<file path="src/rtl/unified_mem_arbiter.sv">
// rtl/unified_mem_arbiter.sv - fetch/data arbiter in front of one unified single-port SRAM
module unified_mem_arbiter #(
    parameter int AWIDTH   = 10,
    parameter int MAX_WAIT = 4
) (
    input  logic              CLK,
    input  logic              RST,
    // instruction fetch port
    input  logic              I_REQ,
    input  logic [AWIDTH+1:0] I_ADDR,
    output logic              I_ACK,
    output logic              I_RVALID,
    output logic [31:0]       I_RDATA,
    // data load/store port
    input  logic              D_REQ,
    input  logic              D_WE,
    input  logic [3:0]        D_BE,
    input  logic [AWIDTH+1:0] D_ADDR,
    input  logic [31:0]       D_WDATA,
    output logic              D_ACK,
    output logic              D_RVALID,
    output logic [31:0]       D_RDATA,
    // single-port SRAM
    output logic              M_CSN,
    output logic              M_WEN,
    output logic [3:0]        M_BE,
    output logic [AWIDTH-1:0] M_ADDR,
    output logic [31:0]       M_DI,
    input  logic [31:0]       M_DOUT,
    // performance counter
    output logic [31:0]       I_STALL_CNT
);

    // Fetch gets priority once it has been denied this many cycles in a row.
    localparam logic [3:0] MAX_WAIT_C = 4'(MAX_WAIT);

    // Who owns the SRAM read data that appears in the current cycle.
    typedef enum logic [1:0] {
        OWN_NONE = 2'd0,
        OWN_I    = 2'd1,
        OWN_D    = 2'd2
    } owner_e;

    owner_e      rd_owner_q, rd_owner_d;
    logic [3:0]  wait_cnt_q, wait_cnt_d;
    logic [31:0] i_hold_q, i_hold_d;
    logic [31:0] d_hold_q, d_hold_d;
    logic [31:0] stall_q, stall_d;
    logic        grant_i;
    logic        grant_d;
    logic        i_denied;

    // Grant selection: data wins unless fetch has aged past MAX_WAIT; nothing while in reset.
    always_comb begin
        grant_i = 1'b0;
        grant_d = 1'b0;
        if (!RST) begin
            if (I_REQ && (!D_REQ || (wait_cnt_q >= MAX_WAIT_C))) begin
                grant_i = 1'b1;
            end else if (D_REQ) begin
                grant_d = 1'b1;
            end
        end
    end

    assign I_ACK    = grant_i;
    assign D_ACK    = grant_d;
    assign i_denied = I_REQ & ~grant_i;

    // SRAM command for the granted requester; a fetch is always a read.
    always_comb begin
        M_CSN  = ~(grant_i | grant_d);
        M_WEN  = 1'b1;
        M_BE   = 4'b0000;
        M_ADDR = I_ADDR[AWIDTH+1:2];
        M_DI   = D_WDATA;
        if (grant_d) begin
            M_ADDR = D_ADDR[AWIDTH+1:2];
            M_WEN  = ~D_WE;
            M_BE   = D_WE ? D_BE : 4'b0000;
        end
    end

    // Next-state: aging counter, response owner, held read data, stall counter.
    always_comb begin
        if (i_denied) begin
            wait_cnt_d = (wait_cnt_q == 4'hF) ? 4'hF : (wait_cnt_q + 4'd1);
        end else begin
            wait_cnt_d = 4'd0;
        end

        if (grant_i) begin
            rd_owner_d = OWN_I;
        end else if (grant_d && !D_WE) begin
            rd_owner_d = OWN_D;
        end else begin
            rd_owner_d = OWN_NONE;
        end

        i_hold_d = (rd_owner_q == OWN_I) ? M_DOUT : i_hold_q;
        d_hold_d = (rd_owner_q == OWN_D) ? M_DOUT : d_hold_q;
        stall_d  = stall_q + {31'd0, i_denied};
    end

    // State registers; reset discards any in-flight response immediately.
    always_ff @(posedge CLK or posedge RST) begin
        if (RST) begin
            rd_owner_q <= OWN_NONE;
            wait_cnt_q <= 4'd0;
            i_hold_q   <= 32'd0;
            d_hold_q   <= 32'd0;
            stall_q    <= 32'd0;
        end else begin
            rd_owner_q <= rd_owner_d;
            wait_cnt_q <= wait_cnt_d;
            i_hold_q   <= i_hold_d;
            d_hold_q   <= d_hold_d;
            stall_q    <= stall_d;
        end
    end

    // Response steering: SRAM data passes straight through in the response cycle, then is held.
    assign I_RVALID    = (rd_owner_q == OWN_I);
    assign D_RVALID    = (rd_owner_q == OWN_D);
    assign I_RDATA     = I_RVALID ? M_DOUT : i_hold_q;
    assign D_RDATA     = D_RVALID ? M_DOUT : d_hold_q;
    assign I_STALL_CNT = stall_q;

endmodule

</file>
<file path="config.mk">
export PLATFORM = sky130hd
export DESIGN_NAME = unified_mem_arbiter
export DESIGN_NICKNAME = d
export VERILOG_FILES = /design/src/rtl/unified_mem_arbiter.sv
export SDC_FILE = /design/constraint.sdc
export NUM_CORES = 1
export LEC_CHECK = 0
export CAP_MARGIN = 40
export CORE_ASPECT_RATIO = 0.5
export CORE_MARGIN = 5
export CORE_UTILIZATION = 42
export DETAILED_ROUTE_END_ITERATION = 6
export GPL_TIMING_DRIVEN = 0
export PLACE_DENSITY = 0.95
export SLEW_MARGIN = 10
export SYNTH_ARGS = -nofsm -noshare
export SYNTH_HDL_FRONTEND = slang
export SYNTH_SLANG_ARGS = --single-unit
</file>
<file path="constraint.sdc">
create_clock -name CLK -period 9.47 [get_ports CLK]
set_input_delay 0.947 -clock CLK [delete_from_list [all_inputs] [get_ports CLK]]
set_output_delay 0.947 -clock CLK [all_outputs]
set_load 0.01 [all_outputs]
</file>
# Word-level counts from Yosys, hierarchy flattened
# Cells that the tools add are included.
dict set report word_totals {
  elab_cells 36
  out_inout_bits 148
  reg_bits 102
  input_bits 97
}
dict set report op_classes {
  addsub 2
  n_mux 15
  n_lt_le_gt_ge 1
  n_reduce_logical 5
  bitwise 5
  eq_ne 3
}
# op count
set op_table {}
lappend op_table {{$mux 32} 2}
lappend op_table {{$add 32x1->32} 1}
lappend op_table {{$mux 4} 4}
lappend op_table {{$mux 10} 1}
lappend op_table {{$mux 1} 6}
lappend op_table {{$add 4x1->4 const B} 1}
lappend op_table {{$eq 4x4->1 const B} 1}
lappend op_table {{$ge 4x3->1 const B} 1}
lappend op_table {{$mux 2} 2}
lappend op_table {{$not 1->1} 3}
lappend op_table {{$eq 2x1->1 const B} 1}
lappend op_table {{$eq 2x2->1 const B} 1}
lappend op_table {{$logic_and 1x1->1} 2}
lappend op_table {{$logic_not 1->1} 2}
lappend op_table {{$and 1x1->1} 1}
lappend op_table {{$logic_or 1x1->1} 1}
lappend op_table {{$or 1x1->1} 1}

# Depth between registers and ports, before layout
# Gate-level depths: netlist (run 1).
dict set report depth {
  depth_word 8
  ltp_mapped 10
  mapped_depth_nobuf 10
}

# Worst setup path before layout (run 1)
# Ideal clock, no wire load.
dict set report synth_timing {
  path_type {input -> output}
  startpoint {input port RST}
  endpoint {output port M_ADDR[1]}
  stages 6
  t_arrival_ns 4.052
  path_slack_ns 4.471
  path_buffers 1
  required_ns 8.523
  path_cell_list {inv_1 > nand3_1 > inv_1 > buf_2 > nand2_1 > nand2_1}
}
dict set report synth_between {
  elab_chain_len 2
}
# item line_no
set synth_lines {}
lappend synth_lines {{start: declaration} 7} ;# input logic RST,
lappend synth_lines {{$mux 1} 57} ;# if (!RST) begin
lappend synth_lines {{via D_ACK} 20} ;# output logic D_ACK,
lappend synth_lines {{$mux 10} 77} ;# if (grant_d) begin
lappend synth_lines {{end: declaration} 27} ;# output logic [AWIDTH-1:0] M_ADDR,
# The timed path passes the listed nets, and every way through them passes these cells.

# Worst setup path after layout (run 1)
dict set report layout_timing {
  startpoint {input port RST}
  endpoint {output port M_ADDR[6]}
}
dict set report layout_between {
  elab_chain_len 2
}
# item line_no
set layout_lines {}
lappend layout_lines {{$mux 1} 57}
lappend layout_lines {{$mux 10} 77}
# No other way between the ends.

==> results of run 1 <==
## layer usage
layer,GRT usage (%),routed length [µm],vias up,share of wire (%)
met5,0,0,-,0
met4,7.165,388,0,3.1
met3,4.661,692,24,5.5
met2,36.55,7033,132,55
met1,21.16,4562,1735,36
li1,-,-,1642,-
## report_power, final
group	internal (mW)	leakage, nW	switching, mW
clock network	0.239	0.156	0.153
logic	0.246	1.67	0.163
registers	0.514	1.27	0.0381
total	0.999	3.09	0.354
## Yosys cell counts, drive strengths merged
cell    number
nor2b        1
buf         40
and2         2
or3          1
nand3       16
dfrtp      102
ha           4
mux2        64
nor3b        1
and4         2
o21ai        2
o311a        1
nand2b       2
nor2        11
nand2       41
a21oi        2
xor2         5
a31oi        1
clkbuf       3
xnor2       25
nand4b       2
nor3         5
and3        10
inv          7
nand4       12
## final timing paths
path	startpoint	end	slack, ps
worst max-delay path	RST	M_ADDR[6]	5000
worst min-delay path	I_STALL_CNT[31]	I_STALL_CNT[31]	480
worst max register to register	wait_cnt_q[2]	I_STALL_CNT[18]	6990
worst min register to register	I_STALL_CNT[31]	I_STALL_CNT[31]	480
max in group asynchronous	RST	rd_owner_q[1]	7740
min in group asynchronous	RST	i_hold_q[4]	1050
## layout make-up
| type | count | area (µm²) |
|---|---|---|
| inverter | 7 | 28.78 |
| timing repair buffer | 209 | 2110 |
| clock inverter | 5 | 81.33 |
| multi-input combinational | 210 | 1655 |
| sequential | 102 | 2552 |
| tap | 140 | 175.2 |
| fill | 717 | 3234 |
| clock buffer | 11 | 242.7 |
| buffer | 43 | 297.8 |
## worst max-delay path: stages
cell,delay [ps]
clkdlybuf4s50_1,440
inv_4,460
buf_16,350
nand3_1,170
inv_1,180
buf_2,240
nand2_1,80
nand2_1,80
clkdlybuf4s50_1,560
## flip-flops by register name (all words and copies together), names as in the netlist
register / count
d_hold_q: 32
rd_owner_q: 2
i_hold_q: 32
wait_cnt_q: 4
I_STALL_CNT: 32
## logic make-up after synthesis
logic type | Yosys count
AOI/OAI and AO/OA | 6
xor gates and xnor gates | 30
adders and majority gates | 4
buffers and inverters | 50
DFF | 102
muxes | 64
and+or+nand+nor | 106
## metrics by stage
| step | util [%] | hold WS [ps] | power [mW] | worst slack (ps) |
|---|---|---|---|---|
| detailed placement | 65.71 | 462.8 | 0.9751 | 4966 |
| global route | 68.83 | 506.0 | 1.418 | 4701 |
| finish | 68.83 | 479.7 | 1.353 | 4997 |
| floorplan | - | 471.0 | 0.7239 | 4471 |
| CTS | 68.83 | 476.8 | 1.372 | 4945 |
| global placement | 65.42 | 460.4 | 0.9560 | 2547 |
==> flow_metrics.tcl, run 1 <==
set metrics [dict create \
    antenna_found_initial 0 \
    layout.nets 683 \
    stdcell_count 727 \
    synth_top_family_by_area "multiplexers" \
    clockRootBuffer "clkbuf_16" \
    vias_per_cell 4.860 \
    worstPathMaxFanout 61 \
    synth-simple-area-share_pct 12.92 \
    finalSetupViolCount 0 \
    cts_made_buffers 9 \
    synth_compound_area_share_pct 0.8007 \
    finalCritPeriodShare_pct 47.23 \
    synth_nets 463 \
    synth_seq_area_share_pct 56.32 \
    wl_per_cell_um 17.44 \
    dpl_cell_area_um2 6819 \
    status "finished clean" \
    worstHoldPathCells 1 \
    grt-ovfl-total 0 \
    reg2reg_depth 9 \
    synth_xor_area_share_pct 5.798 \
    min_period_ps 4473 \
    avgSynthCellArea_um2 12.52 \
    area_delta_synth_final_pct 57.62 \
    vias 3533 \
    cts_setup_buffers 0 \
    htreeDepth 3 \
    synthAdderAreaFrac_pct 1.104 \
    start_kind "input pin" \
    synthTopCellsByArea "dfrtp_1 56%, mux2_2 16%, buf_4 5.3%" \
    clock_path_buffers 2 \
    cts_resized 0 \
    dpl.hpwl_mm 10.11 \
    drc_errors 0 \
    insertedDiodeCount 0 \
    core_um2 10380 \
    rows 26 \
    finalHoldViolCount 0 \
    syn-cell-area_um2 4532 \
    hold_buffers 0 \
    maxSlewHeadroom_pct 60.55 \
    ir_drop_mv 0.1374 \
    die_y_um 83.45 \
    netlist_instances 362 \
    final_common_cell "clkdlybuf4s50_1" \
    firstDrtPassIters 5 \
    fmax_ghz 0.2236 \
    worstPathArrival_ps 3530 \
    rsz0062_at_grt "false" \
    synth.area.mux_share_pct 15.90 \
    pin_count 245 \
    dieArea_um2 13090 \
    endpoint_kind "primary output" \
    netlist.area_leader.share_pct 56.32 \
    final_cell_mix "208 x clkdlybuf4s50_1, 102 x dfrtp_1, 64 x mux2_2" \
    tightest_slew_ps 591.7 \
    dp.cells 711 \
    ant_nets 0 \
    grt_use_total_pct 19.46 \
    cts.sink_count 102 \
    grt_pass1_wl_mm 20.35 \
    power.leakage_nw 3.095 \
    fp.dieW_um 156.9 \
    clk_pin_slew_worst_paths_ps 70 \
    worstSetupPathType "input pin to primary output" \
    maxCapViolCount 0 \
    wl_mm 12.68 \
    io_buffers 208 \
    initial_core_util_pct 43.67 \
    required_ps 8520 \
    yosysTopAreaCell "dfrtp_1" \
    fin_area_um2 7143 \
    drive_above_1_share_pct 22.83 \
    hold_class "register to register" \
    tns_ps 0 \
    clk_latency_ps 330 \
    maxSlewViolCount 0 \
    routabilityCongestion 0.7933 \
    yosysWarnings 0 \
    grt_max_degree 62 \
    grt_pass1_vias 3893 \
    drtIter0Drc 106 \
    cts_tree "built" \
    ys_seq_elements 102 \
    synth_cell_type_count 34 \
    finClkSkew_ps 9.608 \
    powerDensity_nw_per_um2 189.4 \
]
(Power assumes the default switching activity.)
==> run 2, diff against run 1 <==
--- a/config.mk
+++ b/config.mk
@@ -8,10 +8,10 @@
 export CAP_MARGIN = 40
 export CORE_ASPECT_RATIO = 0.5
 export CORE_MARGIN = 5
-export CORE_UTILIZATION = 42
+export CORE_UTILIZATION = 35
 export DETAILED_ROUTE_END_ITERATION = 6
 export GPL_TIMING_DRIVEN = 0
-export PLACE_DENSITY = 0.95
+export PLACE_DENSITY = 0.87
 export SLEW_MARGIN = 10
 export SYNTH_ARGS = -nofsm -noshare
 export SYNTH_HDL_FRONTEND = slang
==> constraint.sdc (replaced) <==
create_clock -name CLK -period 3.7 [get_ports CLK]
set_input_delay 0.37 -clock CLK [delete_from_list [all_inputs] [get_ports CLK]]
set_output_delay 0.37 -clock CLK [all_outputs]
set_load 0.01 [all_outputs]
==> flow_metrics.tcl, run 2 (synthesis gave the netlist of run 1 again) <==
set metrics [dict create \
    status "finished clean" \
    clk_latency_ps 340 \
    final_common_cell "clkdlybuf4s50_1" \
    rows 29 \
    grtUsageMet2_pct 29.86 \
    dieArea_um2 15460 \
    r2r_slack_ps 1200 \
    multi_input_area_um2 1655 \
    finalHoldViolCount 0 \
    insertedDiodeCount 0 \
    initial_core_util_pct 35.79 \
    pre_cts_ws_ps -39.70 \
    required_ps 3330 \
    pin_count 245 \
    cts_resized 0 \
    power.leakage_nw 3.103 \
    cts_tree "built" \
    grt-ovfl-total 0 \
    use_met1_pct 19.76 \
    maxSlewHeadroom_pct 67.28 \
    grt_pass1_vias 3785 \
    grt_use_total_pct 16.58 \
    vias_per_cell 4.555 \
    io_buffers 208 \
    finalSetupViolCount 0 \
    drive_above_1_share_pct 22.75 \
    maxCapViolCount 0 \
    p_sw_share_pct 26.05 \
    fp.dieW_um 170.9 \
    regArea_um2 2552 \
    finalCritPeriodShare_pct 87.84 \
    clock_path_buffers 2 \
    tns_ps 0 \
    hold_buffers 0 \
    final_cell_mix "208 x clkdlybuf4s50_1, 102 x dfrtp_1, 64 x mux2_2" \
    powerDensity_nw_per_um2 479.8 \
    worstPathMaxFanout 20 \
    htreeDepth 3 \
    worstSetupPathType "input pin to primary output" \
    min_period_ps 3250 \
    worstPathArrival_ps 2880 \
    antenna_found_initial 0 \
    endpoint_kind "primary output" \
    wl_mm 12.78 \
    power_switching_mw 0.9019 \
    clk_pin_slew_worst_paths_ps 70 \
    core_um2 12660 \
    firstDrtPassIters 4 \
    cts.sink_count 102 \
    worst_slack_ps 449.9 \
    combPwrFrac_pct 30.3 \
    busiest_layer "met2" \
    maxSlewViolCount 0 \
    grt_use_met3_pct 3.542 \
    internal-power_mw 2.560 \
    layout.nets 685 \
    area_delta_synth_final_pct 59.22 \
    cts_made_buffers 9 \
    routabilityCongestion 0.8143 \
    finClkSkew_ps 4.876 \
    cts_setup_buffers 0 \
    grt_pass1_wl_mm 20.49 \
    utilization_pct 56.98 \
    die_y_um 90.46 \
    fmax_ghz 0.3077 \
    hold_class "input pin to async pin" \
    tightest_slew_ps 489.8 \
    start_kind "input pin" \
    pwr-share-seq_pct 40.7 \
    grt_max_degree 39 \
    dpl.hpwl_mm 10.02 \
    ir_drop_mv 0.2295 \
    wl_per_cell_um 16.84 \
    fillerInstances 1014 \
    drtIter0Drc 120 \
    drc_errors 0 \
    rsz0062_at_grt "false" \
    vias 3457 \
    clockRootBuffer "clkbuf_16" \
    clock_power_share_pct 29.0 \
    ant_nets 0 \
    p_total_mw 3.462 \
]
==> run 2: cell count changes in the layout (fill, tap and decap cells not counted), sizes merged <==
| cell | previous run | this run |
|---|---|---|
| inv | 8 | 6 |
| clkinv | 1 | 0 |
| clkinvlp | 1 | 2 |
| clkbuf | 14 | 16 |
| buf | 41 | 43 |
==> run 2: worst paths after layout <==
kind | from | end | cells after the start
setup / recovery | RST | M_ADDR[0] | 8
hold / removal | RST | I_STALL_CNT[31] | 2
setup reg to reg | wait_cnt_q[2] | I_STALL_CNT[18] | 9
hold reg to reg | I_STALL_CNT[31] | I_STALL_CNT[31] | 1
max in group asynchronous | RST | d_hold_q[7] | 5
min in group CLK | I_STALL_CNT[31] | I_STALL_CNT[31] | 1
==> run 2: power by group through the flow <==
stage,clock network (mW),registers [mW],logic (mW)
2_1_floorplan,0,1.43,0.428
3_3_place_gp,0,1.42,1.03
3_5_place_dp,0,1.43,1.06
4_1_cts,1.04,1.41,1.07
5_1_grt,1.09,1.43,1.12
6_report,1.00,1.41,1.05
==> run 2: cell type report <==
class	instances	share of cell area, %
Sequential cell	102	35.37
Tap cell	170	2.948
Inverter	7	0.4162
Clock inverter	3	0.9364
Buffer	43	4.127
Clock buffer	13	3.468
Multi-Input combinational cell	210	22.94
Timing Repair Buffer	211	29.79
==> run 2: stage by stage <==
step | area [µm²] | cells | hold slack, ps
4_1_cts | 7188 | 758 | 475.3
3_5_place_dp | 6870 | 742 | 465.6
2_1_floorplan | 4536 | 362 | 436.4
5_1_grt | 7216 | 759 | 469.3
3_3_place_gp | 6830 | 740 | 462.2
6_report | 7216 | 759 | 421.2
==> run 2: worst max-delay path, cell delays in order <==
cell,delay [ps]
clkdlybuf4s50_1,510
clkinvlp_4,430
buf_16,340
nand3_1,130
clkbuf_1,360
nand2_1,110
nand2_1,80
clkdlybuf4s50_1,540
==> run 2: layer usage <==
metal,wire length (µm),vias to the layer above
li1,-,1638
met1,5013,1702
met2,6987,93
met3,477,24
met4,304,0
met5,0,-
==> run 3, diff against run 2 <==
--- a/config.mk
+++ b/config.mk
@@ -8,10 +8,10 @@
 export CAP_MARGIN = 40
 export CORE_ASPECT_RATIO = 0.5
 export CORE_MARGIN = 5
-export CORE_UTILIZATION = 35
+export CORE_UTILIZATION = 42
 export DETAILED_ROUTE_END_ITERATION = 6
 export GPL_TIMING_DRIVEN = 0
-export PLACE_DENSITY = 0.87
+export PLACE_DENSITY = 0.95
 export SLEW_MARGIN = 10
 export SYNTH_ARGS = -nofsm -noshare
 export SYNTH_HDL_FRONTEND = slang
==> constraint.sdc (replaced) <==
create_clock -name CLK -period 3.9 [get_ports CLK]
set_input_delay 0.39 -clock CLK [delete_from_list [all_inputs] [get_ports CLK]]
set_output_delay 0.39 -clock CLK [all_outputs]
set_load 0.01 [all_outputs]
==> flow_metrics.tcl, run 3 (synthesis gave the netlist of run 1 again) <==
set metrics [dict create \
    cts.sink_count 102 \
    required_ps 3510 \
    pre_cts_ws_ps 298.1 \
    layout.nets 685 \
    endpoint_kind "primary output" \
    grt_pass1_vias 3782 \
    crit_chain "clkdlybuf4s50_1 > clkinvlp_4 > buf_16 > nand3_1 > clkbuf_1 > nand2_1 > nand2_1 > clkdlybuf4s50_1" \
    r2r-start "wait_cnt_q[2]" \
    firstDrtPassIters 4 \
    drtIter0Drc 184 \
    vias 3487 \
    maxCapViolCount 0 \
    dpl.hpwl_mm 9.916 \
    cts_resized 0 \
    finalHoldViolCount 0 \
    ir_drop_mv 0.3021 \
    grt-ovfl-total 0 \
    cpMaxStageDelayCell "clkdlybuf4s50_1" \
    maxSlewHeadroom_pct 64.49 \
    fp.dieW_um 156.9 \
    antenna_found_initial 0 \
    final_cell_mix "208 x clkdlybuf4s50_1, 102 x dfrtp_1, 64 x mux2_2" \
    max_stage_delay_ps 540 \
    die_y_um 83.45 \
    grt_max_degree 35 \
    drc_errors 0 \
    pin_count 245 \
    io_buffers 208 \
    dieArea_um2 13090 \
    rows 26 \
    area_delta_synth_final_pct 58.48 \
    worstPathMaxFanout 22 \
    wl_mm 13.02 \
    hold_buffers 0 \
    maxSlewViolCount 0 \
    routabilityCongestion 0.8135 \
    power.leakage_nw 3.111 \
    grt_pass1_wl_mm 20.58 \
    min_period_ps 3339 \
    ant_nets 0 \
    worstSetupPathType "input pin to primary output" \
    start_kind "input pin" \
    htreeDepth 3 \
    clock_path_buffers 2 \
    clk_latency_ps 340 \
    finalCritPeriodShare_pct 85.62 \
    rsz0062_at_grt "false" \
    fmax_ghz 0.2995 \
    status "finished clean" \
    drive_above_1_share_pct 23.00 \
    final_common_cell "clkdlybuf4s50_1" \
    tightest_slew_ps 531.6 \
    wl_per_cell_um 17.91 \
    utilization_pct 69.21 \
    worstPathArrival_ps 2950 \
    hold_class "input pin to async pin" \
    clockRootBuffer "clkbuf_16" \
    core_um2 10380 \
    finClkSkew_ps 12.60 \
    insertedDiodeCount 0 \
    powerDensity_nw_per_um2 460.8 \
    cts_tree "built" \
    worst_slack_ps 560.8 \
    finalSetupViolCount 0 \
    grt_use_total_pct 20.05 \
    vias_per_cell 4.796 \
    cts_setup_buffers 0 \
    startpoint "RST" \
    clk_pin_slew_worst_paths_ps 70 \
    cts_made_buffers 9 \
    initial_core_util_pct 43.67 \
]
-- run 3: cell count changes in the layout (fill, tap and decap cells not counted) --
cell	delta
clkbuf_1	-3
clkbuf_8	+1
clkinv_4	+1
clkinvlp_4	-1
-- run 3: worst paths after layout --
path / endpoint / slack, ps / cells past startpoint
worst max-delay path: M_ADDR[1] / 560 / 8
worst min-delay path: I_STALL_CNT[17] / 460 / 2
worst max register to register: I_STALL_CNT[26] / 1390 / 9
worst min register to register: I_STALL_CNT[31] / 500 / 1
max in group asynchronous: d_hold_q[25] / 2740 / 4
min in group CLK: I_STALL_CNT[31] / 500 / 1
-- run 3: routing by layer --
metal	GRT usage (%)	routed length, µm
met5	0	0
met4	7.008	370
met3	4.454	590
met2	37.91	7259
met1	21.95	4799
-- run 3: power breakdown --
group,internal [mW],switching [mW],total [mW],leakage [nW]
logic,0.602,0.401,1.00,1.69
registers,1.25,0.0940,1.34,1.27
clock network,0.591,0.372,0.964,0.158
total,2.44,0.868,3.31,3.11
-- run 3: area by class of cell --
class,count,area (µm²)
sequential,102,2552
fill,705,3196
clock buffer,11,252.7
buffer,43,297.8
timing repair buffer,211,2150
multi-input combinational,210,1655
inverter,7,30.03
clock inverter,3,68.82
tap,140,175.2
-- run 3: critical path: cells and delay by family --
kind          cells  cell delay [ps]
buf+inv           5             2220
simple gates      3              320
-- run 3: stage by stage --
stage	cells	instance area, µm²	hold slack, ps	setup TNS [ps]	total power [mW]
after floorplan	362	4536	456.4	0	1.758
after global placement	710	6793	460.9	-43980	2.318
after detailed placement	713	6860	484.2	0	2.364
after CTS	727	7182	471.8	0	3.359
after global routing	727	7182	503.5	0	3.471
final	727	7182	463.5	0	3.309
